`config.mk`:
```
export PLATFORM = sky130hd
export DESIGN_NAME = spi_display_rx
export DESIGN_NICKNAME = d
export VERILOG_FILES = /design/src/rtl/spi_display_rx_pkg.sv /design/src/rtl/spi_display_rx_byte_rx.sv /design/src/rtl/spi_display_rx.sv
export SDC_FILE = /design/constraint.sdc
export NUM_CORES = 1
export LEC_CHECK = 0
export CAP_MARGIN = 10
export CORE_MARGIN = 2
export CORE_UTILIZATION = 51
export DETAILED_ROUTE_END_ITERATION = 10
export PLACE_DENSITY = 0.71
export SKIP_CTS_REPAIR_TIMING = 1
export SYNTH_ARGS = -nofsm -noshare
export SYNTH_HDL_FRONTEND = slang
export SYNTH_SLANG_ARGS = --single-unit
```
`constraint.sdc`:
```
create_clock -name i_clk -period 11.4 [get_ports i_clk]
set_input_delay 1.14 -clock i_clk [delete_from_list [all_inputs] [get_ports i_clk]]
set_output_delay 1.14 -clock i_clk [all_outputs]
set_load 0.01 [all_outputs]
```
`src/rtl/spi_display_rx_pkg.sv`:
```
// Shared definitions for the display SPI receiver: opcodes, power-on window
// bounds and decoder state encoding.
package spi_display_rx_pkg;

  localparam logic [7:0] CMD_CASET = 8'h2A;
  localparam logic [7:0] CMD_PASET = 8'h2B;
  localparam logic [7:0] CMD_RAMWR = 8'h2C;

  // Power-on window matches a 240x320 portrait panel.
  localparam logic [15:0] DEF_XS = 16'd0;
  localparam logic [15:0] DEF_XE = 16'd239;
  localparam logic [15:0] DEF_YS = 16'd0;
  localparam logic [15:0] DEF_YE = 16'd319;

  typedef enum logic [2:0] {
    ST_IDLE    = 3'd0,
    ST_CASET_P = 3'd1,
    ST_PASET_P = 3'd2,
    ST_RAMWR_D = 3'd3,
    ST_IGNORE  = 3'd4
  } state_t;

  function automatic state_t cmd_to_state(input logic [7:0] c);
    case (c)
      CMD_CASET: cmd_to_state = ST_CASET_P;
      CMD_PASET: cmd_to_state = ST_PASET_P;
      CMD_RAMWR: cmd_to_state = ST_RAMWR_D;
      default:   cmd_to_state = ST_IGNORE;
    endcase
  endfunction

endpackage

```
`src/rtl/spi_display_rx_byte_rx.sv`:
```
// Oversampling SPI byte receiver: synchronizes the link, detects SCLK rising
// edges, assembles MSB-first bytes and flags bytes cut short by CS.
module spi_byte_rx (
  input  logic       i_clk,
  input  logic       i_rst,
  input  logic       i_sclk,
  input  logic       i_mosi,
  input  logic       i_dc,
  input  logic       i_cs,
  output logic       o_byte_valid,
  output logic [7:0] o_byte,
  output logic       o_byte_dc,
  output logic       o_err
);

  logic       r_sclk_s1, r_sclk_s2, r_sclk_d;
  logic       r_mosi_s1, r_mosi_s2;
  logic       r_dc_s1, r_dc_s2;
  logic       r_cs_s1, r_cs_s2;
  logic [7:0] r_shift;
  logic [2:0] r_cnt;
  logic       r_byte_valid;
  logic [7:0] r_byte;
  logic       r_byte_dc;
  logic       r_err;
  logic       w_rise;
  logic [7:0] w_shift_next;

  assign w_rise       = r_sclk_s2 & ~r_sclk_d;
  assign w_shift_next = {r_shift[6:0], r_mosi_s2};

  always_ff @(posedge i_clk or posedge i_rst) begin
    if (i_rst) begin
      r_sclk_s1    <= 1'b0;
      r_sclk_s2    <= 1'b0;
      r_sclk_d     <= 1'b0;
      r_mosi_s1    <= 1'b0;
      r_mosi_s2    <= 1'b0;
      r_dc_s1      <= 1'b0;
      r_dc_s2      <= 1'b0;
      r_cs_s1      <= 1'b1;
      r_cs_s2      <= 1'b1;
      r_shift      <= 8'h00;
      r_cnt        <= 3'd0;
      r_byte_valid <= 1'b0;
      r_byte       <= 8'h00;
      r_byte_dc    <= 1'b0;
      r_err        <= 1'b0;
    end else begin
      r_sclk_s1    <= i_sclk;
      r_sclk_s2    <= r_sclk_s1;
      r_sclk_d     <= r_sclk_s2;
      r_mosi_s1    <= i_mosi;
      r_mosi_s2    <= r_mosi_s1;
      r_dc_s1      <= i_dc;
      r_dc_s2      <= r_dc_s1;
      r_cs_s1      <= i_cs;
      r_cs_s2      <= r_cs_s1;
      r_byte_valid <= 1'b0;
      // CS deassertion aborts any partial byte; a nonzero count means bits were lost.
      if (r_cs_s2) begin
        r_cnt <= 3'd0;
        if (r_cnt != 3'd0) r_err <= 1'b1;
      end else if (w_rise) begin
        r_shift <= w_shift_next;
        r_cnt   <= r_cnt + 3'd1;
        if (r_cnt == 3'd7) begin
          r_byte_valid <= 1'b1;
          r_byte       <= w_shift_next;
          r_byte_dc    <= r_dc_s2;
        end
      end
    end
  end

  assign o_byte_valid = r_byte_valid;
  assign o_byte       = r_byte;
  assign o_byte_dc    = r_byte_dc;
  assign o_err        = r_err;

endmodule

```
`src/rtl/spi_display_rx.sv`:
```
// Display SPI receiver top: decodes CASET/PASET/RAMWR from the byte stream and
// strobes each RGB565 pixel with its auto-incremented window address.
module spi_display_rx
  import spi_display_rx_pkg::*;
#(
  parameter int XW = 9,
  parameter int YW = 9
) (
  input  logic          i_clk,
  input  logic          i_rst,
  input  logic          i_sclk,
  input  logic          i_mosi,
  input  logic          i_dc,
  input  logic          i_cs,
  output logic          o_cmd_valid,
  output logic [7:0]    o_cmd,
  output logic          o_px_valid,
  output logic [XW-1:0] o_px_x,
  output logic [YW-1:0] o_px_y,
  output logic [15:0]   o_px_data,
  output logic          o_err
);

  logic          w_byte_valid;
  logic [7:0]    w_byte;
  logic          w_byte_dc;
  logic [15:0]   w_param;
  state_t        r_state, w_state_next;
  logic [1:0]    r_idx;
  logic [7:0]    r_phi;
  logic [15:0]   r_pstart;
  logic [XW-1:0] r_xs, r_xe, r_cur_x;
  logic [YW-1:0] r_ys, r_ye, r_cur_y;
  logic [7:0]    r_pix_hi;
  logic          r_phase;
  logic          r_cmd_valid, r_px_valid;
  logic [7:0]    r_cmd;
  logic [XW-1:0] r_px_x;
  logic [YW-1:0] r_px_y;
  logic [15:0]   r_px_data;

  spi_byte_rx u_byte_rx (
    .i_clk        (i_clk),
    .i_rst        (i_rst),
    .i_sclk       (i_sclk),
    .i_mosi       (i_mosi),
    .i_dc         (i_dc),
    .i_cs         (i_cs),
    .o_byte_valid (w_byte_valid),
    .o_byte       (w_byte),
    .o_byte_dc    (w_byte_dc),
    .o_err        (o_err)
  );

  assign w_param = {r_phi, w_byte};

  always_ff @(posedge i_clk or posedge i_rst) begin
    if (i_rst) r_state <= ST_IDLE;
    else       r_state <= w_state_next;
  end

  always_comb begin
    w_state_next = r_state;
    if (w_byte_valid) begin
      if (!w_byte_dc) begin
        w_state_next = cmd_to_state(w_byte);
      end else if ((r_state == ST_CASET_P || r_state == ST_PASET_P) && r_idx == 2'd3) begin
        w_state_next = ST_IDLE;
      end
    end
  end

  always_ff @(posedge i_clk or posedge i_rst) begin
    if (i_rst) begin
      r_idx       <= 2'd0;
      r_phi       <= 8'h00;
      r_pstart    <= 16'h0000;
      r_xs        <= DEF_XS[XW-1:0];
      r_xe        <= DEF_XE[XW-1:0];
      r_ys        <= DEF_YS[YW-1:0];
      r_ye        <= DEF_YE[YW-1:0];
      r_cur_x     <= '0;
      r_cur_y     <= '0;
      r_pix_hi    <= 8'h00;
      r_phase     <= 1'b0;
      r_cmd_valid <= 1'b0;
      r_cmd       <= 8'h00;
      r_px_valid  <= 1'b0;
      r_px_x      <= '0;
      r_px_y      <= '0;
      r_px_data   <= 16'h0000;
    end else begin
      r_cmd_valid <= 1'b0;
      r_px_valid  <= 1'b0;
      if (w_byte_valid) begin
        if (!w_byte_dc) begin
          r_cmd_valid <= 1'b1;
          r_cmd       <= w_byte;
          r_idx       <= 2'd0;
          if (w_byte == CMD_RAMWR) begin
            r_cur_x <= r_xs;
            r_cur_y <= r_ys;
            r_phase <= 1'b0;
          end
        end else begin
          case (r_state)
            ST_CASET_P, ST_PASET_P: begin
              r_idx <= r_idx + 2'd1;
              case (r_idx)
                2'd0: r_phi <= w_byte;
                2'd1: r_pstart <= w_param;
                2'd2: r_phi <= w_byte;
                2'd3: begin
                  // Start and end commit together so a half-written window never takes effect.
                  if (r_state == ST_CASET_P) begin
                    r_xs <= r_pstart[XW-1:0];
                    r_xe <= w_param[XW-1:0];
                  end else begin
                    r_ys <= r_pstart[YW-1:0];
                    r_ye <= w_param[YW-1:0];
                  end
                end
                default: ;
              endcase
            end
            ST_RAMWR_D: begin
              if (!r_phase) begin
                r_pix_hi <= w_byte;
                r_phase  <= 1'b1;
              end else begin
                r_phase    <= 1'b0;
                r_px_valid <= 1'b1;
                r_px_x     <= r_cur_x;
                r_px_y     <= r_cur_y;
                r_px_data  <= {r_pix_hi, w_byte};
                // Equality-only wrap: an inverted window runs to 2^XW and rolls over.
                if (r_cur_x == r_xe) begin
                  r_cur_x <= r_xs;
                  r_cur_y <= (r_cur_y == r_ye) ? r_ys : r_cur_y + YW'(1);
                end else begin
                  r_cur_x <= r_cur_x + XW'(1);
                end
              end
            end
            default: ;
          endcase
        end
      end
    end
  end

  assign o_cmd_valid = r_cmd_valid;
  assign o_cmd       = r_cmd;
  assign o_px_valid  = r_px_valid;
  assign o_px_x      = r_px_x;
  assign o_px_y      = r_px_y;
  assign o_px_data   = r_px_data;

endmodule

```
# Word-level counts from Yosys, hierarchy flattened
# Cells that the tools add are included.
[classes]
n_addsub = 4
n_eq_ne = 17
mux = 31
n_bitwise = 6
reduce_logical = 23
[op_table]
columns = ["op", "count"]
rows = [
  ["$mux 9", 11],
  ["$eq 8x6->1 const B", 3],
  ["$reduce_and 4->1", 5],
  ["$add 9x1->9 const B", 2],
  ["$eq 9x9->1", 2],
  ["$reduce_and 5->1", 3],
  ["$mux 1", 13],
  ["$mux 3", 4],
  ["$ne 2x2->1 const B", 5],
  ["$reduce_and 2->1", 5],
  ["$pmux 3 s3", 1],
  ["$eq 3x2->1 const B", 2],
  ["$reduce_and 3->1", 2],
  ["$not 1->1", 5],
  ["$eq 2x2->1 const B", 2],
  ["$mux 2", 2],
  ["$reduce_bool 2->1", 2],
  ["$reduce_or 2->1", 2],
  ["$add 3x1->3 const B", 1],
  ["$eq 3x1->1 const B", 1],
  ["$eq 3x3->1 const B", 1],
  ["$reduce_bool 3->1", 1],
  ["$add 2x1->2 const B", 1],
  ["$eq 2x1->1 const B", 1],
  ["other kinds (4)", 4],
]
[totals]
regBits = 152
in_bits = 6
out_inout_bits = 45
word_cells = 114

# Depth between registers and ports, before layout
# Gate-level depths: netlist (run 1).
[depth]
depth_word = 6
mapped_depth = 8
ltp_nobuf = 7

# Cells and area by module
# A second synthesis (run 1) with hierarchy kept.
[unflattened]
hier_cells = 564
hier_area_um2 = 6607.6
[modules_own_cells]
columns = ["module", "n_inst", "cells_each", "area_per_inst_um2"]
rows = [
  ["spi_display_rx", 1, 498, 5475.3],
  ["spi_byte_rx", 1, 66, 1132.3],
]

# Least setup slack after synthesis (run 1)
# Ideal clock, no wire load.
[synth_timing]
path_type = "reg-to-reg"
from = "register r_cur_y[6]"
to = "register r_cur_y[4]"
arrival_ns = 1.686
setup_slack_ns = 9.627
stages_incl_launch_ff = 7
n_path_buf = 1
cell_sequence = "dfrtp_1 > clkbuf_1 > xnor2_1 > nand4_1 > o31ai_4 > mux2_2 > a22oi_1"
[synth_via]
elab_chain_cells = 6
[synth_lines]
columns = ["item", "line", "source"]
rows = [
  ["start: declaration", "spi_display_rx.sv:33", "logic [YW-1:0] r_ys, r_ye, r_cur_y;"],
  ["start signal: assignment", "spi_display_rx.sv:102", "r_cur_y <= r_ys;"],
  ["start signal: assignment", "spi_display_rx.sv:139", "r_cur_y <= (r_cur_y == r_ye) ? r_ys : r_cur_y + YW'(1);"],
  ["$eq 9x9->1", "spi_display_rx.sv:139", ""],
  ["$mux 9", "spi_display_rx.sv:139", ""],
  ["$mux 9", "spi_display_rx.sv:137", "if (r_cur_x == r_xe) begin"],
  ["$mux 9", "spi_display_rx.sv:127", "if (!r_phase) begin"],
  ["$mux 9", "spi_display_rx.sv:106", "case (r_state)"],
  ["$mux 9", "spi_display_rx.sv:96", "if (!w_byte_dc) begin"],
]
# Every way passes these cells. The select of a mux whose other input is x is not followed.
# A chain may end at the register's enable or synchronous reset.

# Final worst setup path (run 1)
[layout_timing]
from = "register u_byte_rx.r_byte_dc, in the netlist u_byte_rx.o_byte_dc"
to = "register r_cur_y[5]"
[layout_via]
elab_chain_cells = 2
[layout_lines]
columns = ["item", "line", "source"]
rows = [
  ["start: declaration", "spi_display_rx_byte_rx.sv:24", "logic r_byte_dc;"],
  ["start signal: assignment", "spi_display_rx_byte_rx.sv:70", "r_byte_dc <= r_dc_s2;"],
  ["$ne 2x2->1 (no line) or $reduce_bool 2->1 (tied branches)", "--", ""],
  ["$reduce_and 5->1 (no line)", "--", ""],
]
# Several ways; a longest one is shown, not always the timed one.

==> summary.md, run 1 <==
| Metric | Value |
|---|---|
| Result of the run | `finished clean` |
| Max VDD drop | `about 0.11 mV` |
| Clk_skew | `6.540 ps` |
| Yosys synthesis warning count | `0` |
| Final max-slew violation count | `0` |
| Critical path class | `register to register` |
| Fmax | `roughly 330 MHz` |
| Cell types occupying the most area after synthesis | `sky130_fd_sc_hd__dfrtp_1 (51%), sky130_fd_sc_hd__mux2_2 (12%), sky130_fd_sc_hd__nand2_1 (7.6%)` |
| Standard-cell rows | `between 40 and 50` |
| I/O Buffers | `50` |
| Detailed-route wire length per cell | `roughly 17 um` |
| Mux share of post-synthesis cell area | `between 10% and 20%` |
| Routed wire length on met2 | `slightly below 7000 um` |
| Top cells by instance count after synthesis | `sky130_fd_sc_hd__dfrtp_1 (136), sky130_fd_sc_hd__nand2_1 (133), sky130_fd_sc_hd__mux2_2 (69), sky130_fd_sc_hd__o21ai_0 (26), sky130_fd_sc_hd__xnor2_1 (20)` |
| Number of storage elements in the synthesis netlist | `approximately 150` |
| Overall die height | `between 100 and 150 um` |
| Largest family of logic cells by synthesized area | `simple AND/OR/NAND/NOR gates` |
| Type of the worst min-delay path | `register to register` |
| Post-synthesis cell count | `585` |
| 1st-pass router iterations | `4` |
| Top cell type by total area after synthesis | `sky130_fd_sc_hd__dfrtp_1` |
| Clock tree buffer depth | `2` |
| Simple-gate share of the synthesized area | `between 10 and 15%` |
| Cell type group with the largest total delay on the critical path | `simple AND/OR/NAND/NOR gates` |
| RSZ-0062 raised after global routing | `no` |
| Cell with the most instances after synthesis | `sky130_fd_sc_hd__dfrtp_1` |
| Uppermost signal routing layer after detailed routing | `met4` |
| Antenna violations before repair | `0` |
| Buf+Inv Stages, Crit Path | `1` |
| Iter 0 DRT Violations | `between 200 and 250` |
| Global-route wire length before repair | `approximately 23000 um` |
| Met3 wire len | `just under 600 um` |
| Pin count of the biggest net entering global routing | `between 80 and 90` |
| Final setup TNS | `0 ps` |
| Number of remaining DRC errors | `0` |
| Register Area | `0.003824 mm2` |
| Routed length on met1 | `just over 6000 um` |
| Total routing resource utilization after global routing | `a little over a fifth` |
| Worst Path Arrival | `between 3000 and 4000 ps` |
| Count of distinct cell types in the synthesized netlist | `between 40 and 50` |
| Final setup violation count | `0` |
| Leakage power total | `0.003682 uW` |
| Worst Path Max Fanout | `36` |
| Die Outline Area | `0.01389 mm2` |
| Final setup slack of the worst path | `between 8000 and 9000 ps` |
| Clock Sink Count | `roughly 150` |
| Clock root buffer master | `sky130_fd_sc_hd__clkbuf_16` |
| X dimension of the die | `~120 um` |
| Multi-input gate area in the final layout | `0.002590 mm2` |
| Clock transition time at the flip-flop clock pins of the worst setup and hold paths | `60 ps` |
| Main flop type after synthesis | `sky130_fd_sc_hd__dfrtp_1` |
| Fraction of final layout cells sized beyond drive strength 1 | `between 15 and 20%` |
| Fill cell count | `approximately 1000` |
| TritonCTS clock tree | `built` |
| Vias per inst | `around 5.5` |
| Clock Latency Late Sink | `between 400 and 500 ps` |
| Synthesized Nets | `600` |
| Post-synth EDFFs | `0` |
| CP endpoint kind | `register` |
| Sequential element share of the synthesized area | `between 50% and 60%` |
| Post-synthesis xor/xnor area fraction | `2.650%` |
| Required time at the worst-slack endpoint | `roughly 12000 ps` |
| Worst-case setup slack after placement | `8213 ps` |
| Placed wire-length estimate | `just over 9000 um` |
| Top-area cell type share of the netlist area | `51.48%` |
| Ant. Diodes | `0` |
| Synth Cell Area | `approximately 0.0066 mm2` |
| Relative area change from synthesis to final layout | `17.83%` |
| Transition time at the pin with the least slew margin | `1085 ps` |
| Final min period | `3050 ps` |
| Max-Slew Margin vs Limit | `a little over a quarter` |
| Final count of hold timing violations | `0` |
| Slowest stage cell, crit path | `sky130_fd_sc_hd__dfrtp_1` |
| Initial standard-cell utilization of the core | `between 50% and 60%` |
| Area share of fa/ha/maj cells after synthesis | `under 10%` |
| Number of clock buffers inserted by TritonCTS | `17` |
| Final Routed Wirelength | `roughly 14000 um` |
| Crit share post-route | `about 27%` |
| Number of primary I/O pins | `51` |
| Residual overflow from global routing | `0` |
| # nets final | `644` |
| Synth async-reset ratio | `between 90% and 100%` |
| Average cell area after synthesis | `11.30 um2` |
| Core region area | `0.01262 mm2` |
| List of cells traversed by the critical path | `and3b_1 > nand4_1 > buf_4 > nand2_1 > o211ai_1 > a22oi_1` |
| CTS H-tree depth | `4` |
| Delay contributed by the slowest stage of the critical path | `between 700 and 800 ps` |
| Number of global-route vias before repair | `4400` |
| Post-synthesis compound-gate area fraction | `7.381%` |
| Total number of vias | `between 4000 and 5000` |
| Remaining antenna violation count | `0` |
| Placer congestion estimate | `slightly below 0.9` |
| Power per cell area | `143.6 mW/mm2` |
| Category of the worst setup path launch point | `register` |
| Max-cap violations | `0` |
layout make-up:
class                      count  area share (%)
clock buffer                  25           6.360
clock inverter                 7          0.8995
inverter                      20           1.028
multi-input combinational    386           33.25
sequential                   152           49.08
tap                          172           2.763
timing repair buffer          52           6.617
layer usage:
layer / global-route usage (%) / vias to the layer above
li1: - / 2108
met1: 28.11 / 2234
met2: 33.72 / 103
met3: 4.893 / 20
met4: 8.584 / 0
met5: 0 / -
report_power, final:
| part | total, uW | switching (uW) | internal (uW) |
|---|---|---|---|
| combinational | 25.2 | 14.4 | 10.8 |
| sequential | 561 | 8.34 | 553 |
| clock | 532 | 209 | 323 |
| total | 1120 | 232 | 886 |
layout by cell type, fill, tap and decap left out, types with 7 or more instances in the layout:
master / count
sky130_fd_sc_hd__mux2i_1: 9
sky130_fd_sc_hd__clkbuf_16: 17
sky130_fd_sc_hd__o21ai_0: 26
sky130_fd_sc_hd__ha_1: 9
sky130_fd_sc_hd__dfstp_2: 16
sky130_fd_sc_hd__nor2_1: 10
sky130_fd_sc_hd__or4_1: 7
sky130_fd_sc_hd__nand4_1: 9
sky130_fd_sc_hd__clkdlybuf4s50_1: 50
sky130_fd_sc_hd__nand2_1: 133
sky130_fd_sc_hd__dfrtp_1: 136
sky130_fd_sc_hd__mux2_2: 69
sky130_fd_sc_hd__a22oi_1: 8
sky130_fd_sc_hd__nand3_1: 15
sky130_fd_sc_hd__inv_1: 17
sky130_fd_sc_hd__xnor2_1: 20
sky130_fd_sc_hd__a21oi_1: 10
cell families after synthesis:
family / count (synthesis)
AO/OA/AOI/OAI: 73
XOR/XNOR: 20
adder cells (fa/ha/maj): 9
buffers and inverters: 47
flip-flops: 152
multiplexers: 78
AND/OR/NAND/NOR: 206
registers in the layout, indices dropped and copies added, names as in the netlist, 2 cells and up:
name and count:
r_pstart 9, r_ys 9, u_byte_rx.r_shift 7, o_px_x 9, o_px_data 16, o_cmd 8
r_idx 2, u_byte_rx.r_cnt 3, r_pix_hi 8, o_px_y 9, r_xs 9, r_cur_y 9
r_state 3, r_ye 9, r_cur_x 9, r_xe 9, u_byte_rx.o_byte 8
path summary, 6_finish.rpt:
path                                      from                  end  slack [ps]  cells after the start
max                        u_byte_rx.o_byte_dc           r_cur_y[5]        8350                      6
min                        u_byte_rx.r_sclk_s1  u_byte_rx.r_sclk_s2         350                      0
max reg2reg                u_byte_rx.o_byte_dc           r_cur_y[5]        8350                      6
min reg2reg                u_byte_rx.r_sclk_s1  u_byte_rx.r_sclk_s2         350                      0
max in group asynchronous                i_rst          r_pix_hi[4]        8740                      3
min in group asynchronous                i_rst            o_px_x[5]        1180                      2
per-stage QoR:
stage / hold WS, ps / utilization, % / instances / power (uW) / cell area (um2)
after floorplan: 331.2 / - / 585 / 586.3 / 6611
after global placement: 333.7 / 57.25 / 782 / 594.0 / 7224
after detailed placement: 334.7 / 57.25 / 782 / 596.3 / 7224
after CTS: 347.9 / 61.73 / 814 / 1125 / 7790
after global routing: 351.5 / 61.73 / 814 / 1152 / 7790
final: 347.9 / 61.73 / 814 / 1118 / 7790
(Power assumes the default switching activity.)
==> run 2: changes to the inputs <==
Clock period 11.4 ns to 3.2 ns, I/O delays scaled along.
==> summary.md, run 2 (synthesized netlist as in run 1, its figures left out) <==
| Metric | Value |
|---|---|
| Result of the run | `finished clean` |
| CTS H-tree depth | `4` |
| Critical Path Start | `r_cur_y[2]` |
| Pin count of the biggest net entering global routing | `82` |
| 1st-pass router iterations | `4` |
| Clock tree buffer depth | `2` |
| Placed Cells incl. Taps | `792` |
| Type of the worst min-delay path | `input port to async pin` |
| Worst Path Arrival | `around 2600 ps` |
| Number of remaining DRC errors | `0` |
| Ant. Diodes | `0` |
| Final min period | `between 2000 and 2500 ps` |
| Die Outline Area | `around 0.014 mm2` |
| Flip-flop count of the largest register, all copies and words added | `16` |
| Standard-cell rows | `41` |
| Leakage power total | `between 0.003 and 0.004 uW` |
| Total routing resource utilization after global routing | `a little under a quarter` |
| Max VDD drop | `about 0.57 mV` |
| Placed wire-length estimate | `roughly 9700 um` |
| Remaining antenna violation count | `0` |
| Reg-to-Reg End | `r_cur_y[4]` |
| Number of primary I/O pins | `51` |
| Worst r2r path cells | `5` |
| CP endpoint kind | `register` |
| Core region area | `roughly 0.013 mm2` |
| Max-Slew Margin vs Limit | `between 50 and 60%` |
| Total number of vias | `about 4600` |
| List of cells traversed by the critical path | `xnor2_1 > nand4_1 > o31ai_4 > mux2_2 > a22oi_1` |
| Overall die height | `roughly 120 um` |
| Post-Place Cell Area | `approximately 0.0073 mm2` |
| Slowest stage cell, crit path | `sky130_fd_sc_hd__o31ai_4` |
| Most used cells in the layout excluding fill and tap cells | `sky130_fd_sc_hd__dfrtp_1 (136), sky130_fd_sc_hd__nand2_1 (133), sky130_fd_sc_hd__mux2_2 (69)` |
| Required time at the worst-slack endpoint | `between 3000 and 4000 ps` |
| Final Routed Wirelength | `about 14000 um` |
| X dimension of the die | `between 100 and 150 um` |
| RSZ-0062 raised after global routing | `no` |
| Category of the worst setup path launch point | `register` |
| Final max-slew violation count | `0` |
| Vias per inst | `approximately 5.5` |
| Power per cell area | `approximately 520 mW/mm2` |
| Global-route wire length before repair | `~25000 um` |
| Delay contributed by the slowest stage of the critical path | `540 ps` |
| Clock root buffer master | `sky130_fd_sc_hd__clkbuf_16` |
| Fmax | `about 450 MHz` |
| Initial standard-cell utilization of the core | `a little over half` |
| Non-filler cells, final | `around 800` |
| Worst reg-to-reg setup slack | `1000 ps` |
| Placer congestion estimate | `0.8335` |
| I/O Buffers | `50` |
| Number of clock buffers inserted by TritonCTS | `17` |
| Transition time at the pin with the least slew margin | `726.0 ps` |
| Worst R2R Start | `r_cur_y[2]` |
| Fraction of final layout cells sized beyond drive strength 1 | `21.32%` |
| Iter 0 DRT Violations | `between 300 and 400` |
| Worst Path Max Fanout | `11` |
| Setup crit end | `r_cur_y[4]` |
| Max-cap violations | `0` |
| Clock Latency Late Sink | `about 430 ps` |
| Detailed-route wire length per cell | `roughly 18 um` |
| Critical path class | `register to register` |
| Clk_skew | `roughly 14 ps` |
| Crit share post-route | `68.88%` |
| Residual overflow from global routing | `0` |
| Clock Sink Count | `around 150` |
| # nets final | `654` |
| Clock transition time at the flip-flop clock pins of the worst setup and hold paths | `~70 ps` |
| TritonCTS clock tree | `built` |
| Relative area change from synthesis to final layout | `19.80%` |
| Most common cell after layout, fill and taps aside | `sky130_fd_sc_hd__dfrtp_1` |
| Finished Cell Area | `roughly 0.0079 mm2` |
| Number of global-route vias before repair | `between 4000 and 5000` |
| Final setup TNS | `0 ps` |
| Final setup violation count | `0` |
| Final count of hold timing violations | `0` |
| Antenna violations before repair | `0` |
==> run 2: how the worst min path moves through the flow <==
| stage | startpoint | end | slack, ps | cells past startpoint |
|---|---|---|---|---|
| floorplan | i_cs | u_byte_rx.r_cs_s1 | 320 | 0 |
| global placement | u_byte_rx.r_dc_s1 | u_byte_rx.r_dc_s2 | 340 | 0 |
| detailed placement | u_byte_rx.r_sclk_s1 | u_byte_rx.r_sclk_s2 | 340 | 0 |
| CTS | i_rst | r_pstart[7] | 290 | 2 |
| global route | i_cs | u_byte_rx.r_cs_s1 | 310 | 1 |
| finish | i_rst | r_pstart[7] | 290 | 2 |
==> run 2: power by group <==
part	internal, uW	switching [uW]	total, uW	leakage [uW]
logic	42.2	52.0	94.2	0.00142
registers	1970	28.5	2000	0.00203
clock network	1190	864	2050	0.000302
==> run 2: cell type report <==
cell class / instances / area (um2)
clock inverter: 15 / 183.9
inverter: 20 / 78.83
timing repair buffer: 62 / 603.1
tap: 172 / 215.2
sequential: 152 / 3824
multi-input combinational: 386 / 2590
clock buffer: 17 / 425.4
fill: 1033 / 4700
==> run 2: critical path: cells and delay by family, from the launching register on <==
family | cells | cell delay [ps]
mux | 1 | 390
flops | 1 | 470
xor+xnor | 1 | 200
simple gates | 1 | 390
compound gates | 2 | 670
==> run 2: routing by layer <==
metal | track usage, % | routed length (um)
met5 | 0 | 0
met4 | 8.886 | 297
met3 | 5.475 | 751
met2 | 36.37 | 7007
met1 | 29.66 | 6403
==> run 2: per-stage QoR <==
step / util, % / hold WS [ps] / power [uW] / setup slack [ps]
3_3_place_gp: 57.93 / 338.3 / 2121 / 1076
5_1_grt: 62.76 / 305.2 / 4279 / 844.5
3_5_place_dp: 57.93 / 335.7 / 2129 / 1001
6_report: 62.76 / 289.1 / 4141 / 995.8
4_1_cts: 62.76 / 291.7 / 4180 / 1022
2_1_floorplan: - / 324.5 / 2089 / 976.1
